<file path="config.mk">
export PLATFORM = sky130hd
export DESIGN_NAME = morse_key_decoder
export DESIGN_NICKNAME = d
export VERILOG_FILES = /design/src/rtl/morse_pkg.sv /design/src/rtl/key_debouncer.sv /design/src/rtl/morse_key_decoder.sv
export SDC_FILE = /design/constraint.sdc
export NUM_CORES = 1
export LEC_CHECK = 0
export ABC_AREA = 1
export CAP_MARGIN = 20
export CORE_MARGIN = 2
export CORE_UTILIZATION = 50
export CTS_BUF_LIST = sky130_fd_sc_hd__clkbuf_16
export DETAILED_ROUTE_END_ITERATION = 10
export PLACE_DENSITY = 0.67
export REMOVE_ABC_BUFFERS = 1
export SETUP_SLACK_MARGIN = 0.2
export SLEW_MARGIN = 40
export SYNTH_ARGS = -nofsm -noshare
export SYNTH_HDL_FRONTEND = slang
export SYNTH_HIERARCHICAL = 1
export SYNTH_SLANG_ARGS = --single-unit
</file>
<file path="constraint.sdc">
create_clock -name clk -period 2.2 [get_ports clk]
set_clock_uncertainty 0.1 [all_clocks]
set_input_delay 0.22 -clock clk [delete_from_list [all_inputs] [get_ports clk]]
set_output_delay 0.22 -clock clk [all_outputs]
set_load 0.02 [all_outputs]
</file>
<file path="src/rtl/morse_pkg.sv">
// Shared constants, FSM encoding and the ITU Morse lookup for the key decoder.
// Lookup key is {len, bits} with the first symbol at bit len-1; dot=0, dash=1.
package morse_pkg;

  localparam logic [7:0] CH_SPACE = 8'h20;
  localparam logic [7:0] CH_QMARK = 8'h3F;

  typedef logic [1:0] state_t;
  localparam state_t ST_IDLE      = 2'd0;
  localparam state_t ST_PRESS     = 2'd1;
  localparam state_t ST_GAP       = 2'd2;
  localparam state_t ST_WAIT_WORD = 2'd3;

  // Returns {valid, ascii}; valid=0 means the code has no character.
  function automatic logic [8:0] morse_lookup(input logic [2:0] len, input logic [4:0] bits);
    logic [7:0] c;
    c = 8'h00;
    case ({len, bits})
      {3'd2, 5'b00001}: c = 8'h41; // A
      {3'd4, 5'b01000}: c = 8'h42; // B
      {3'd4, 5'b01010}: c = 8'h43; // C
      {3'd3, 5'b00100}: c = 8'h44; // D
      {3'd1, 5'b00000}: c = 8'h45; // E
      {3'd4, 5'b00010}: c = 8'h46; // F
      {3'd3, 5'b00110}: c = 8'h47; // G
      {3'd4, 5'b00000}: c = 8'h48; // H
      {3'd2, 5'b00000}: c = 8'h49; // I
      {3'd4, 5'b00111}: c = 8'h4A; // J
      {3'd3, 5'b00101}: c = 8'h4B; // K
      {3'd4, 5'b00100}: c = 8'h4C; // L
      {3'd2, 5'b00011}: c = 8'h4D; // M
      {3'd2, 5'b00010}: c = 8'h4E; // N
      {3'd3, 5'b00111}: c = 8'h4F; // O
      {3'd4, 5'b00110}: c = 8'h50; // P
      {3'd4, 5'b01101}: c = 8'h51; // Q
      {3'd3, 5'b00010}: c = 8'h52; // R
      {3'd3, 5'b00000}: c = 8'h53; // S
      {3'd1, 5'b00001}: c = 8'h54; // T
      {3'd3, 5'b00001}: c = 8'h55; // U
      {3'd4, 5'b00001}: c = 8'h56; // V
      {3'd3, 5'b00011}: c = 8'h57; // W
      {3'd4, 5'b01001}: c = 8'h58; // X
      {3'd4, 5'b01011}: c = 8'h59; // Y
      {3'd4, 5'b01100}: c = 8'h5A; // Z
      {3'd5, 5'b11111}: c = 8'h30;
      {3'd5, 5'b01111}: c = 8'h31;
      {3'd5, 5'b00111}: c = 8'h32;
      {3'd5, 5'b00011}: c = 8'h33;
      {3'd5, 5'b00001}: c = 8'h34;
      {3'd5, 5'b00000}: c = 8'h35;
      {3'd5, 5'b10000}: c = 8'h36;
      {3'd5, 5'b11000}: c = 8'h37;
      {3'd5, 5'b11100}: c = 8'h38;
      {3'd5, 5'b11110}: c = 8'h39;
      default:          c = 8'h00;
    endcase
    return {c != 8'h00, c};
  endfunction

endpackage

</file>
<file path="src/rtl/key_debouncer.sv">
// 2-FF synchroniser plus debounce: key_level_o flips only after DEBOUNCE_CYC
// consecutive cycles of the synchronised key disagreeing with it.
module key_debouncer #(
  parameter int DEBOUNCE_CYC = 5000
) (
  input  logic clk,
  input  logic rst,
  input  logic key_i,
  output logic key_level_o
);

  localparam int CW = $clog2(DEBOUNCE_CYC + 1);

  logic [1:0]    sync_q;
  logic [CW-1:0] cnt_q, cnt_d;
  logic          level_q, level_d;

  always_comb begin
    level_d = level_q;
    cnt_d   = '0;
    if (sync_q[1] != level_q) begin
      if (cnt_q == CW'(DEBOUNCE_CYC - 1)) begin
        level_d = ~level_q;
      end else begin
        cnt_d = cnt_q + CW'(1);
      end
    end
  end

  always_ff @(posedge clk or posedge rst) begin
    if (rst) begin
      sync_q  <= 2'b00;
      cnt_q   <= '0;
      level_q <= 1'b0;
    end else begin
      sync_q  <= {sync_q[0], key_i};
      cnt_q   <= cnt_d;
      level_q <= level_d;
    end
  end

  assign key_level_o = level_q;

endmodule

</file>
<file path="src/rtl/morse_key_decoder.sv">
// Times debounced key presses/gaps, assembles dot/dash symbols and emits one
// ASCII character per letter gap (space on word gap), one cycle after the threshold.
module morse_key_decoder
  import morse_pkg::*;
#(
  parameter int DEBOUNCE_CYC   = 5000,
  parameter int DOT_MAX_CYC    = 200000,
  parameter int LETTER_GAP_CYC = 400000,
  parameter int WORD_GAP_CYC   = 1000000,
  parameter int CNT_W          = 20
) (
  input  logic       clk,
  input  logic       rst,
  input  logic       key_in,
  output logic [7:0] char_out,
  output logic       char_valid,
  output logic       symbol_err,
  output logic       key_level,
  output logic [2:0] sym_len
);

  logic             level, level_prev_q;
  logic             rise, fall;
  state_t           state_q, state_d;
  logic [CNT_W-1:0] press_q, press_d, gap_q, gap_d;
  logic [4:0]       bits_q, bits_d;
  logic [2:0]       len_q, len_d;
  logic             ovf_q, ovf_d, armed_q, armed_d;
  logic [7:0]       char_q;
  logic             valid_q, err_q;
  logic             emit, emit_err;
  logic [7:0]       emit_char;
  logic [8:0]       lut;
  logic             dash;

  key_debouncer #(.DEBOUNCE_CYC(DEBOUNCE_CYC)) u_deb (
    .clk         (clk),
    .rst         (rst),
    .key_i       (key_in),
    .key_level_o (level)
  );

  assign rise = level & ~level_prev_q;
  assign fall = ~level & level_prev_q;
  assign lut  = morse_lookup(len_q, bits_q);
  assign dash = press_q >= CNT_W'(DOT_MAX_CYC);

  always_comb begin
    state_d   = state_q;
    press_d   = press_q;
    gap_d     = gap_q;
    bits_d    = bits_q;
    len_d     = len_q;
    ovf_d     = ovf_q;
    armed_d   = armed_q;
    emit      = 1'b0;
    emit_err  = 1'b0;
    emit_char = CH_SPACE;
    case (state_q)
      ST_IDLE: begin
        press_d = '0;
        gap_d   = '0;
        if (rise) state_d = ST_PRESS;
      end
      ST_PRESS: begin
        if (!(&press_q)) press_d = press_q + CNT_W'(1);
        if (fall) begin
          if (len_q < 3'd5) begin
            bits_d = {bits_q[3:0], dash};
            len_d  = len_q + 3'd1;
          end else begin
            ovf_d = 1'b1;
          end
          gap_d   = '0;
          state_d = ST_GAP;
        end
      end
      ST_GAP: begin
        if (!(&gap_q)) gap_d = gap_q + CNT_W'(1);
        // The letter closes even if a new press arrives in the same cycle.
        if (gap_q == CNT_W'(LETTER_GAP_CYC)) begin
          emit      = 1'b1;
          emit_err  = ovf_q | ~lut[8];
          emit_char = emit_err ? CH_QMARK : lut[7:0];
          bits_d    = '0;
          len_d     = '0;
          ovf_d     = 1'b0;
          armed_d   = 1'b1;
          state_d   = ST_WAIT_WORD;
        end
        if (rise) begin
          press_d = '0;
          state_d = ST_PRESS;
        end
      end
      default: begin
        if (!(&gap_q)) gap_d = gap_q + CNT_W'(1);
        if (armed_q && gap_q == CNT_W'(WORD_GAP_CYC)) begin
          emit    = 1'b1;
          armed_d = 1'b0;
        end
        if (rise) begin
          press_d = '0;
          state_d = ST_PRESS;
        end
      end
    endcase
  end

  always_ff @(posedge clk or posedge rst) begin
    if (rst) begin
      level_prev_q <= 1'b0;
      state_q      <= ST_IDLE;
      press_q      <= '0;
      gap_q        <= '0;
      bits_q       <= '0;
      len_q        <= '0;
      ovf_q        <= 1'b0;
      armed_q      <= 1'b0;
      char_q       <= CH_SPACE;
      valid_q      <= 1'b0;
      err_q        <= 1'b0;
    end else begin
      level_prev_q <= level;
      state_q      <= state_d;
      press_q      <= press_d;
      gap_q        <= gap_d;
      bits_q       <= bits_d;
      len_q        <= len_d;
      ovf_q        <= ovf_d;
      armed_q      <= armed_d;
      if (emit) char_q <= emit_char;
      valid_q      <= emit;
      err_q        <= emit & emit_err;
    end
  end

  assign char_out   = char_q;
  assign char_valid = valid_q;
  assign symbol_err = err_q;
  assign key_level  = level;
  assign sym_len    = len_q;

endmodule
</file>
## After elaboration in Yosys (flattened, before gate mapping)

Cells that the tools add are included.

- Add/subtract/negate cells: 4
- $mul: 0
- Divide/modulo/power cells: 0
- Magnitude comparators: 2
- Equality and inequality tests: 49
- Shift operators: 0
- Mux-type cells: 37
- Bitwise operators: 8
- Reductions and logical operators: 17

Operators with widths:

| kind | count |
|---|---|
| case mux 7 bit (36 select lines) | 1 |
| equality test 8 bit (second input constant) | 22 |
| equality test 8 x 7 -> 1 bit (second input constant) | 12 |
| two-way mux 20 bit | 4 |
| case mux 20 bit (2 select lines) | 2 |
| adder 20 x 1 -> 20 bit (second input constant) | 2 |
| AND reduction 20 bit | 2 |
| two-way mux 13 bit | 2 |
| two-way mux 8 bit | 3 |
| equality test 20 x 19 -> 1 bit (second input constant) | 1 |
| equality test 20 bit (second input constant) | 1 |
| greater-or-equal comparator 20 x 18 -> 1 bit (second input constant) | 1 |
| equality test 8 x 6 -> 1 bit (second input constant) | 2 |
| two-way mux 5 bit | 3 |
| adder 13 x 1 -> 13 bit (second input constant) | 1 |
| equality test 13 bit (second input constant) | 1 |
| != test 2 bit (second input constant) | 5 |
| case mux 5 bit (2 select lines) | 1 |
| two-way mux 1 bit | 9 |
| two-way mux 3 bit | 3 |
| two-way mux 2 bit | 4 |
| AND reduction 4 bit | 2 |
| nonzero test 8 bit | 1 |
| case mux 1 bit (2 select lines) | 3 |
| other kinds (19) | 29 |

- Register bits after elaboration: 79
- Bits in latches: 0
- RAM bits: 0
- Memory bits (read-only): 0
- Input port bits: 3
- Memories: 0

## Longest topological paths before layout

Gate-level depths: netlist of the first run.

- Word-level depth: 8
- Mapped depth: 13

## Cells and area by module

Netlist of the first run, hierarchy kept.

By module, submodules not included:

| module | instances | cells each | area an instance (um^2) |
|---|---|---|---|
| morse_key_decoder | 1 | 649 | 4,569.4 |
| key_debouncer | 1 | 111 | 850.8 |

## Worst setup path after synthesis of the first run

OpenSTA, ideal clock, no wires.

- Kind: register to register
- Start point: register gap_q[0]
- End point: register gap_q[11]
- Library setup time: 117 ps
- Arrival: 1,583 ps
- Data required time: 1,983 ps
- Setup slack: 400 ps
- Cell stages (with the launch flop): 12
- Path buffers: 1
- Clock period less this slack: 1,800 ps
- Path through: dfrtp_1 -> ha_1 -> nand2_1 -> nor3_4 -> nand3_2 -> nor2_2 -> nand2_2 -> nand2_4 -> inv_4 -> buf_6 -> nand3b_4 -> nand2_1

- Longest elaborated chain between the ends: 3
- Elaborated cells on any way between the ends: 6

RTL lines:

| what | line | RTL |
|---|---|---|
| start: declaration | morse_key_decoder.sv:25 | `logic [CNT_W-1:0] press_q, press_d, gap_q, gap_d;` |
| start signal: assignment | morse_key_decoder.sv:127 | `gap_q <= gap_d;` |
| adder 20 x 1 -> 20 bit / AND reduction 20 bit (equally long branches) | morse_key_decoder.sv:79, morse_key_decoder.sv:97 |  |
| two-way mux 20 bit / != test 3 x 1 -> 1 bit (equally long branches) | -- |  |
| case mux 20 bit (2 select lines) / AND reduction 2 bit (equally long branches) | -- |  |

Several ways; a longest one is shown, not always the timed one. The select of a mux whose other input is x is not followed.
A chain may end at the register's enable or synchronous reset.

## Worst setup path after layout of the first run

- Start point: register press_q[0]
- End point: register press_q[3]

- Longest elaborated chain between the ends: 3
- Elaborated cells on any way between the ends: 6

RTL lines:

| what | line | RTL |
|---|---|---|
| start: declaration | morse_key_decoder.sv:25 |  |
| start signal: assignment | morse_key_decoder.sv:126 | `press_q <= press_d;` |
| adder 20 x 1 -> 20 bit / AND reduction 20 bit (equally long branches) | morse_key_decoder.sv:66 | `if (!(&press_q)) press_d = press_q + CNT_W'(1);` |
| two-way mux 20 bit / != test 2 bit (equally long branches) | -- |  |
| case mux 20 bit (2 select lines) / AND reduction 2 bit (equally long branches) | -- |  |

Several ways; a longest one is shown, not always the timed one. The select of a mux whose other input is x is not followed.

==> results of run 1 <==
-- placed cells by master (no fill, tap or decap), drive strengths merged --
cell and n:
a21boi 2, a21oi 11, a32o 1, buf 14
bufinv 3, clkbuf 9, clkdlybuf4s50 15, clkinv 2
conb 1, dfrtp 77, dfstp 1, ha 11
inv 94, nand2 216, nand3 74, nand3b 5
nand4 17, nor2 127, nor3 25, nor3b 2
nor4 1, o21ai 40, o22ai 9, o31ai 4
or2 3, xnor2 3, xor2 25
-- synth_stat cells, types with 9 or more instances --
| cell type | n | area [µm²] |
|---|---|---|
| o22ai_2 | 9 | 112.6 |
| xor2_1 | 24 | 210.2 |
| o21ai_2 | 15 | 131.4 |
| nand2_1 | 195 | 732.0 |
| o21ai_0 | 21 | 105.1 |
| nor2_1 | 112 | 420.4 |
| nor3_1 | 23 | 115.1 |
| ha_1 | 11 | 137.6 |
| nand3_1 | 72 | 360.4 |
| nor2_2 | 11 | 68.82 |
| dfrtp_1 | 77 | 1927 |
| nand4_1 | 16 | 100.1 |
| nand2_2 | 17 | 106.4 |
| a21oi_1 | 11 | 55.05 |
| inv_1 | 79 | 296.5 |
| inv_2 | 13 | 48.80 |
-- registers in the layout, indices dropped and copies added, names as in the netlist --
register and flops:
bits_q 5, char_out 7, sym_len 3, u_deb/cnt_q 13, symbol_err 1, char_valid 1, armed_q 1, u_deb/sync_q 2
u_deb/key_level_o 1, gap_q 20, level_prev_q 1, press_q 20, state_q 2, ovf_q 1
-- through the flow --
stage          setup WS, ps  TNS, ps  area (µm²)
2_1_floorplan        -474.2    -7599        5335
3_3_place_gp          281.9        0        5725
3_5_place_dp          169.4        0        5725
4_1_cts               207.7        0        6056
5_1_grt               170.2        0        6213
6_report              302.2        0        6213
-- area by class of cell --
class | count | share of cell area (%)
clock buffers | 9 | 3.625
clock inverters | 6 | 1.651
inverters | 93 | 5.779
multi-input cells | 577 | 50.14
flip-flops and latches | 78 | 31.47
well taps | 140 | 2.819
repair buffers | 29 | 4.511
-- worst max-delay path, delay by kind of cell, from the launching register on --
family,cells,cell delay (ps)
AOI/OAI and AO/OA,1,120
DFF,1,390
buffers and inverters,1,90
and+or+nand+nor,8,930
adders and majority gates,1,200
-- timing repair --
item                       4_1_cts  5_1_grt
gates resized for setup          1       27
pin swaps                        0       11
setup endpoints to repair        6       48
setup buffers                    0        7
hold buffers                     0        0
-- final timing paths --
kind | from | to | slack [ps] | cells past startpoint
max reg2reg | press_q[0] | press_q[3] | 300 | 11
min in group clk | key_in | u_deb/sync_q[0] | 220 | 1
max in group asynchronous | rst | char_out[5] | 1280 | 3
min reg2reg | u_deb/sync_q[0] | u_deb/sync_q[1] | 250 | 0
min | rst | press_q[6] | 100 | 2
max | press_q[0] | press_q[3] | 300 | 11
-- power groups by stage --
stage | Combinational (mW) | Clock [mW] | Sequential, mW
4_1_cts | 0.0567 | 1.69 | 1.45
3_3_place_gp | 0.0553 | 0 | 1.47
3_5_place_dp | 0.0565 | 0 | 1.47
5_1_grt | 0.0648 | 1.77 | 1.45
6_report | 0.0537 | 1.66 | 1.45
2_1_floorplan | 0.0363 | 0 | 1.47
-- logic make-up after synthesis --
logic type / Yosys count / share of synthesized area (%)
DFF: 78 / 36.03
other: 1 / 0.06919
xor gates and xnor gates: 28 / 4.663
adders and majority gates: 11 / 2.539
AOI/OAI and AO/OA: 67 / 8.841
and+or+nand+nor: 470 / 39.80
buffers and inverters: 105 / 8.056
-- routing by layer --
metal / part of all wire, % / vias to the layer above / GRT usage, %
met1: 44 / 2351 / 32.14
li1: - / 2486 / -
met4: 2.1 / 0 / 7.967
met2: 48 / 171 / 38.23
met3: 5.8 / 32 / 4.822
met5: 0 / - / 0
==> flow_metrics.tcl, run 1 <==
set metrics [dict create \
    netSwitchingFraction_pct 19.50 \
    max_freq_mhz 526.9 \
    antenna_found_initial 0 \
    whs_ps 102.4 \
    num_vias 5040 \
    path_class "reg2reg" \
    syn_area_um2 5420 \
    worst_slew_pin_slew_ps 619.4 \
    crit_chain "ha_2 -> nand2_1 -> nor2_4 -> nand2_2 -> nor2_4 -> nand4_4 -> nand2_4 -> inv_8 -> nand2_2 -> nand2_1 -> a21oi_1" \
    die_area_um2 11690 \
    status "completed" \
    power_frac_comb_pct 1.7 \
    cts_tree "built" \
    fillCellCount 1013 \
    n_antenna_cell 0 \
    ant_nets 0 \
    p_per_area_nw_per_um2 509.0 \
    p_int_mw 2.546 \
    synth_edf_count 0 \
    vdd_drop_max_uv 323.6 \
    clkPwrFrac_pct 52.6 \
    synth_warnings 6 \
    p_switching_mw 0.6166 \
    syn_inst 760 \
    grt_pass1_wl_um 22360 \
    post-route-min-period_ps 1898 \
    place_congestion 0.9517 \
    rows 38 \
    cts.htree.levels 3 \
    io_buffers 15 \
    fp.dieH_um 108.1 \
    wl_per_cell_um 13.93 \
    cp-end-kind "register" \
    async_reset_ff_share_pct 100.0 \
    first_pass_iters 5 \
    synth-seq-cells 78 \
    seqCellArea_um2 1956 \
    critPathSlowestCell "dfrtp_1" \
    grt-ovfl-total 0 \
    syn_to_final_growth_pct 14.64 \
    ys_seq_area_share_pct 36.03 \
    vias_per_cell 5.408 \
    cts_buffers 9 \
    drtIter0Drc 371 \
    required_ps 2360 \
    grt_pass1_vias 4892 \
    syn_area_per_cell_um2 7.132 \
    track_usage_pct 23.78 \
    cts.sinks 78 \
    cts.clk_slew.worst_paths_ps 60 \
    start_kind "register" \
    synth.distinct_cells 43 \
    rsz0062_at_grt "true" \
    drive_above_1_share_pct 17.05 \
    dp_hpwl_um 9452 \
    cap_viol_max_count 0 \
    nNetsFinal 802 \
    grt_start_max_net_pins 48 \
    arrival_ps 2060 \
    critical_path.max_stage_delay_ps 390 \
    layoutNonFillerInstCount 932 \
    place_inst 910 \
    power_frac_seq_pct 45.7 \
    post-route-util_pct 58.08 \
    start_util_pct 50.67 \
    slew_viol_final 0 \
    power_mw 3.163 \
    hold_viol 0 \
    drc 0 \
    fin_crit_sh_pct 86.26 \
    synthFlopType "dfrtp_1" \
    routed_wl_um 12980 \
    dieWidth_um 108.1 \
    multi_input_comb_area_um2 3115 \
    io_pins 17 \
    cp_max_fo 18 \
    p_leak_nw 2.832 \
    core_area_um2 10700 \
    hold_class "in2async" \
    slew_headroom_pct 58.66 \
    clockRootBuffer "clkbuf_16" \
    setup_violations 0 \
    insertion_delay_ps 340 \
    cts_buffer_depth 2 \
]
No activity file was read; power rests on OpenSTA's default activity.
==> run 2: changes to the inputs <==
CORE_MARGIN = 1.5   (was 2)
==> run 2 against run 1 <==
Against the previous run:
- power shrank 12%
- final area is 2.0% lower
- highest routed layer unchanged
- critical path type unchanged
- fmax is essentially flat
==> flow_metrics.tcl, run 2 (synthesis results as in run 1) <==
set metrics [dict create \
    status "completed" \
    required_ps 2380 \
    place_area_um2 5728 \
    cts_tree "built" \
    vias_per_cell 5.388 \
    p_per_area_nw_per_um2 457.3 \
    start_util_pct 52.04 \
    vdd_drop_max_uv 345.2 \
    slew_headroom_pct 60.44 \
    setup_violations 0 \
    p_int_mw 2.193 \
    syn_to_final_growth_pct 12.35 \
    drtIter0Drc 298 \
    io_buffers 15 \
    fp.dieH_um 107.1 \
    hold_viol 0 \
    crit_chain "inv_2 -> ha_2 -> nand3_1 -> nor2_1 -> nand3_1 -> nand2_2 -> nand2_1 -> inv_2 -> nand2_1 -> nand2_1 -> inv_1 -> nand2_1" \
    p_switching_mw 0.5918 \
    path_class "reg2reg" \
    crit_top_cell "nand2_1" \
    start_kind "register" \
    setup_slack_ps 302.6 \
    crit_cells 12 \
    cap_viol_max_count 0 \
    io_pins 17 \
    rsz0062_at_grt "false" \
    arrival_ps 2070 \
    p_leak_nw 2.795 \
    fin_crit_sh_pct 86.24 \
    endpoint "char_out[3]" \
    critical_path.max_stage_delay_ps 440 \
    critPathBufInv 3 \
    top_regs "gap_q: 20 flops, press_q: 20 flops, u_deb/cnt_q: 13 flops" \
    critPathSlowestCell "dfrtp_2" \
    clkPwrFrac_pct 46.1 \
    num_vias 5005 \
    ff2ff_path_depth 12 \
    routed_wl_um 12640 \
    grt_pass1_wl_um 21490 \
    track_usage_pct 23.10 \
    setup_tns_ps 0 \
    cts.sinks 78 \
    cts.htree.levels 3 \
    cp_top_family "simple AND/OR/NAND/NOR gates" \
    startpoint "gap_q[0]" \
    nNetsFinal 802 \
    netSwitchingFraction_pct 21.25 \
    core_area_um2 10420 \
    cts_buffer_depth 2 \
    first_pass_iters 7 \
    cp-end-kind "register" \
    post-route-min-period_ps 1897 \
    final_cell_mix "191 x nand2_1, 107 x nor2_1, 80 x inv_1" \
    worst_slew_pin_slew_ps 592.8 \
    ant_nets 0 \
    grt-ovfl-total 0 \
    max_freq_mhz 527.0 \
    power_frac_comb_pct 1.9 \
    clockRootBuffer "clkbuf_16" \
    layout_commonest_cell "nand2_1" \
    grt_pass1_vias 4667 \
    cp_max_fo 6 \
    drc 0 \
    drive_above_1_share_pct 16.14 \
    die_area_um2 11470 \
    insertion_delay_ps 330 \
    hold_class "in2async" \
    place_inst 907 \
    place_congestion 0.9568 \
    wl_per_cell_um 13.61 \
    cts.clk_slew.worst_paths_ps 60 \
    pre_cts_slack_ps 212.9 \
    grt_start_max_net_pins 51 \
    cts_buffers 9 \
    slew_viol_final 0 \
    dieWidth_um 107.1 \
    power_frac_seq_pct 52.0 \
    layoutNonFillerInstCount 929 \
    power_mw 2.785 \
    n_antenna_cell 0 \
    r2r_end "char_out[3]" \
    dp_hpwl_um 9522 \
    regToRegSetupSlack_ps 300 \
    rows 37 \
    worstReg2RegStart "gap_q[0]" \
    antenna_found_initial 0 \
    design_area_um2 6090 \
]
==> run 2: power by group through the flow <==
stage	Sequential [mW]	Clock, mW	Combinational, mW
floorplan	1.47	0	0.0363
global placement	1.47	0	0.0556
detailed placement	1.47	0	0.0564
CTS	1.45	1.33	0.0564
global route	1.45	1.38	0.0641
finish	1.45	1.28	0.0533
==> run 2: worst register-to-register path: stages, from the launching register on <==
cell and delay [ps]:
dfrtp_2 440, inv_2 100, ha_2 190, nand3_1 120
nor2_1 170, nand3_1 150, nand2_2 120, nand2_1 110
inv_2 120, nand2_1 70, nand2_1 70, inv_1 40
nand2_1 50
==> run 2: layout make-up <==
cell class,instances,area [µm²]
clock buffers,9,225.2
clock inverters,7,28.78
fillers,972,4327
inverters,93,356.6
multi-input cells,577,3087
flip-flops and latches,78,1954
well taps,136,170.2
repair buffers,29,267.8
==> run 2: worst min path at each step <==
stage,from,end,slack [ps]
global route,rst,press_q[1],100
finish,rst,press_q[1],70
global placement,u_deb/sync_q[0],u_deb/sync_q[1],240
detailed placement,u_deb/sync_q[0],u_deb/sync_q[1],240
CTS,rst,press_q[1],70
floorplan,rst,u_deb/cnt_q[0],30
==> run 2: per-stage QoR <==
stage,hold WS [ps],util [%]
4_1_cts,70.45,57.45
6_report,70.27,58.46
3_3_place_gp,235.2,54.99
2_1_floorplan,33.74,-
3_5_place_dp,244.2,54.99
5_1_grt,98.00,58.46
==> run 2: what timing repair did <==
action                     CTS  global route
setup buffers                0             6
setup endpoints to repair    1            43
gates resized for setup      1            20
pin swaps                    0             3
hold buffers                 0             0
==> run 2: layer usage <==
metal  share of wire, %  vias to the layer above  GRT usage, %
li1                   -                     2507             -
met1                 46                     2326         31.01
met2                 48                      158         38.49
met3                5.1                       14         3.769
met4                1.0                        0         6.381
met5                  0                        -             0
==> run 3: changes to the inputs <==
DONT_BUFFER_PORTS = 1   (was unset)
GPL_TIMING_DRIVEN = 0   (was unset)
MAX_ROUTING_LAYER = met4   (was unset)
PLACE_DENSITY = unset   (was 0.67)
==> run 3 against run 2 <==
Against the previous run:
- final area increased by 2.8%
- non-clock buffer count unchanged
- clock power increased by 34%
- wire length rose by 2.6%
- die area unchanged
- register-to-register slack is essentially flat
- worst hold slack better by 170 ps
- utilization rose by 1.7 points
- critical path depth decreased by 1
- global-route usage increased by 1.3 points
- worst setup slack got worse by 13 ps
- count of clock-buffer cells in the layout did not move
- largest cell class unchanged
- highest routed layer unchanged
==> flow_metrics.tcl, run 3 (synthesis results as in run 1) <==
set metrics [dict create \
    ff2ff_path_depth 11 \
    cp_top_family "simple AND/OR/NAND/NOR gates" \
    place_area_um2 5528 \
    cts.htree.levels 3 \
    cts_buffers 9 \
    grt_start_max_net_pins 37 \
    clockRootBuffer "clkbuf_16" \
    crit_chain "inv_4 -> ha_4 -> clkinvlp_4 -> buf_12 -> nor3_2 -> nand4_2 -> nand2_4 -> inv_6 -> nand2_2 -> nand2_1 -> a21oi_1" \
    use_met1_pct 31.57 \
    rsz0062_at_grt "false" \
    insertion_delay_ps 350 \
    p_switching_mw 0.6649 \
    status "completed" \
    setup_tns_ps 0 \
    antenna_found_initial 0 \
    seqCellArea_um2 1961 \
    first_pass_iters 7 \
    hold_class "in2async" \
    routed_wl_um 12970 \
    slew_headroom_pct 60.08 \
    start_kind "register" \
    nNetsFinal 802 \
    critPathBufInv 4 \
    wl_per_cell_um 13.96 \
    critPathSlowestCell "dfrtp_2" \
    clkPwrFrac_pct 53.4 \
    n_antenna_cell 0 \
    place_congestion 0.9283 \
    rows 37 \
    cts_buffer_depth 2 \
    post-route-min-period_ps 1911 \
    grt-ovfl-total 0 \
    top_regs "gap_q: 20 flops, press_q: 20 flops, u_deb/cnt_q: 13 flops" \
    setup_violations 0 \
    cap_viol_max_count 0 \
    die_area_um2 11470 \
    power_mw 3.220 \
    layoutNonFillerInstCount 929 \
    power_frac_seq_pct 44.9 \
    p_int_mw 2.555 \
    p_per_area_nw_per_um2 514.2 \
    start_util_pct 52.04 \
    cp-end-kind "register" \
    slew_viol_final 0 \
    cts.sinks 78 \
    dieWidth_um 107.1 \
    multi_input_comb_area_um2 3144 \
    p_leak_nw 2.848 \
    cp_max_fo 18 \
    grt_pass1_wl_um 21570 \
    post-route-util_pct 60.12 \
    fp.dieH_um 107.1 \
    cts_tree "built" \
    cts.clk_slew.worst_paths_ps 60 \
    path_class "reg2reg" \
    power_frac_comb_pct 1.7 \
    worstReg2RegStart "state_q[1]" \
    groute.layer.met3.usage_pct 3.708 \
    vias_per_cell 5.342 \
    grt_pass1_vias 4653 \
    critical_path.max_stage_delay_ps 430 \
    design_area_um2 6262 \
    worst_slew_pin_slew_ps 598.1 \
    num_vias 4963 \
    drc 0 \
    regToRegSetupSlack_ps 290 \
    final_cell_mix "189 x nand2_1, 106 x nor2_1, 74 x inv_1" \
    syn_to_final_growth_pct 15.54 \
    layout_commonest_cell "nand2_1" \
    io_buffers 0 \
    arrival_ps 2090 \
    dp_hpwl_um 9115 \
    drtIter0Drc 276 \
    grt_use_met2_pct 37.90 \
    fillCellCount 961 \
    ant_nets 0 \
    fin_crit_sh_pct 86.85 \
    required_ps 2380 \
    grt.busiest_layer "met2" \
    io_pins 17 \
    hold_viol 0 \
    drive_above_1_share_pct 20.05 \
    max_freq_mhz 523.3 \
    place_inst 885 \
    core_area_um2 10420 \
    vdd_drop_max_uv 524.1 \
    r2r_end "press_q[3]" \
    track_usage_pct 24.39 \
    netSwitchingFraction_pct 20.65 \
]
## run 3: cell count changes in the layout (fill, tap and decap cells not counted), moves of 4 or more
cell,delta
clkdlybuf4s50_1,-15
dfrtp_1,-5
buf_4,+8
dfrtp_2,+5
inv_1,-6
clkinvlp_4,+4
## run 3: worst max-delay path by stage
stage                    start          to  slack [ps]  depth (start not counted)
floorplan           state_q[1]  press_q[5]        -470                         11
global placement    state_q[1]  press_q[3]       -1480                         11
detailed placement  state_q[1]  press_q[9]       -1530                         11
CTS                 state_q[0]  press_q[3]         210                         10
global route        state_q[1]  press_q[3]         180                         11
finish              state_q[1]  press_q[3]         290                         11
## run 3: metal layers
metal  vias up  share of wire [%]  wire length (µm)
met5         -                  0                 0
met4         0                2.5               330
met3        31                4.3               552
met2       125                 47              6074
met1      2310                 46              6011
li1       2497                  -                 -
## run 3: power by group through the flow
stage / sequential, mW / clock [mW] / combinational, mW
3_3_place_gp: 1.47 / 0 / 0.0482
3_5_place_dp: 1.47 / 0 / 0.0537
5_1_grt: 1.45 / 1.83 / 0.0655
2_1_floorplan: 1.47 / 0 / 0.0363
4_1_cts: 1.45 / 1.77 / 0.0575
6_report: 1.45 / 1.72 / 0.0541
## run 3: final cells by class
cell class | count | area share (%)
flip-flops and latches | 78 | 31.31
well taps | 136 | 2.717
multi-input cells | 577 | 50.21
repair buffers | 29 | 4.376
clock buffers | 9 | 3.596
inverters | 93 | 5.974
clock inverters | 7 | 1.818
## run 3: timing repair
action,in CTS,in global routing
setup endpoints to repair,57,45
gates resized for setup,14,34
setup buffers,11,15
hold buffers,2,0
hold endpoints to repair,79,0
pin swaps,4,7
## run 3: worst register-to-register path: stages, from the launching register on
cell and delay (ps):
dfrtp_2 430, inv_4 80, ha_4 140, clkinvlp_4 120
buf_12 150, nor3_2 180, nand4_2 150, nand2_4 130
inv_6 90, nand2_2 90, nand2_1 50, a21oi_1 110
## run 3: per-stage QoR
step / worst slack (ps) / hold WS, ps
global route: 176.7 / 265.3
CTS: 213.5 / 245.1
finish: 289.2 / 240.4
detailed placement: -1528 / -8.017
global placement: -1478 / 112.2
floorplan: -474.2 / 33.74
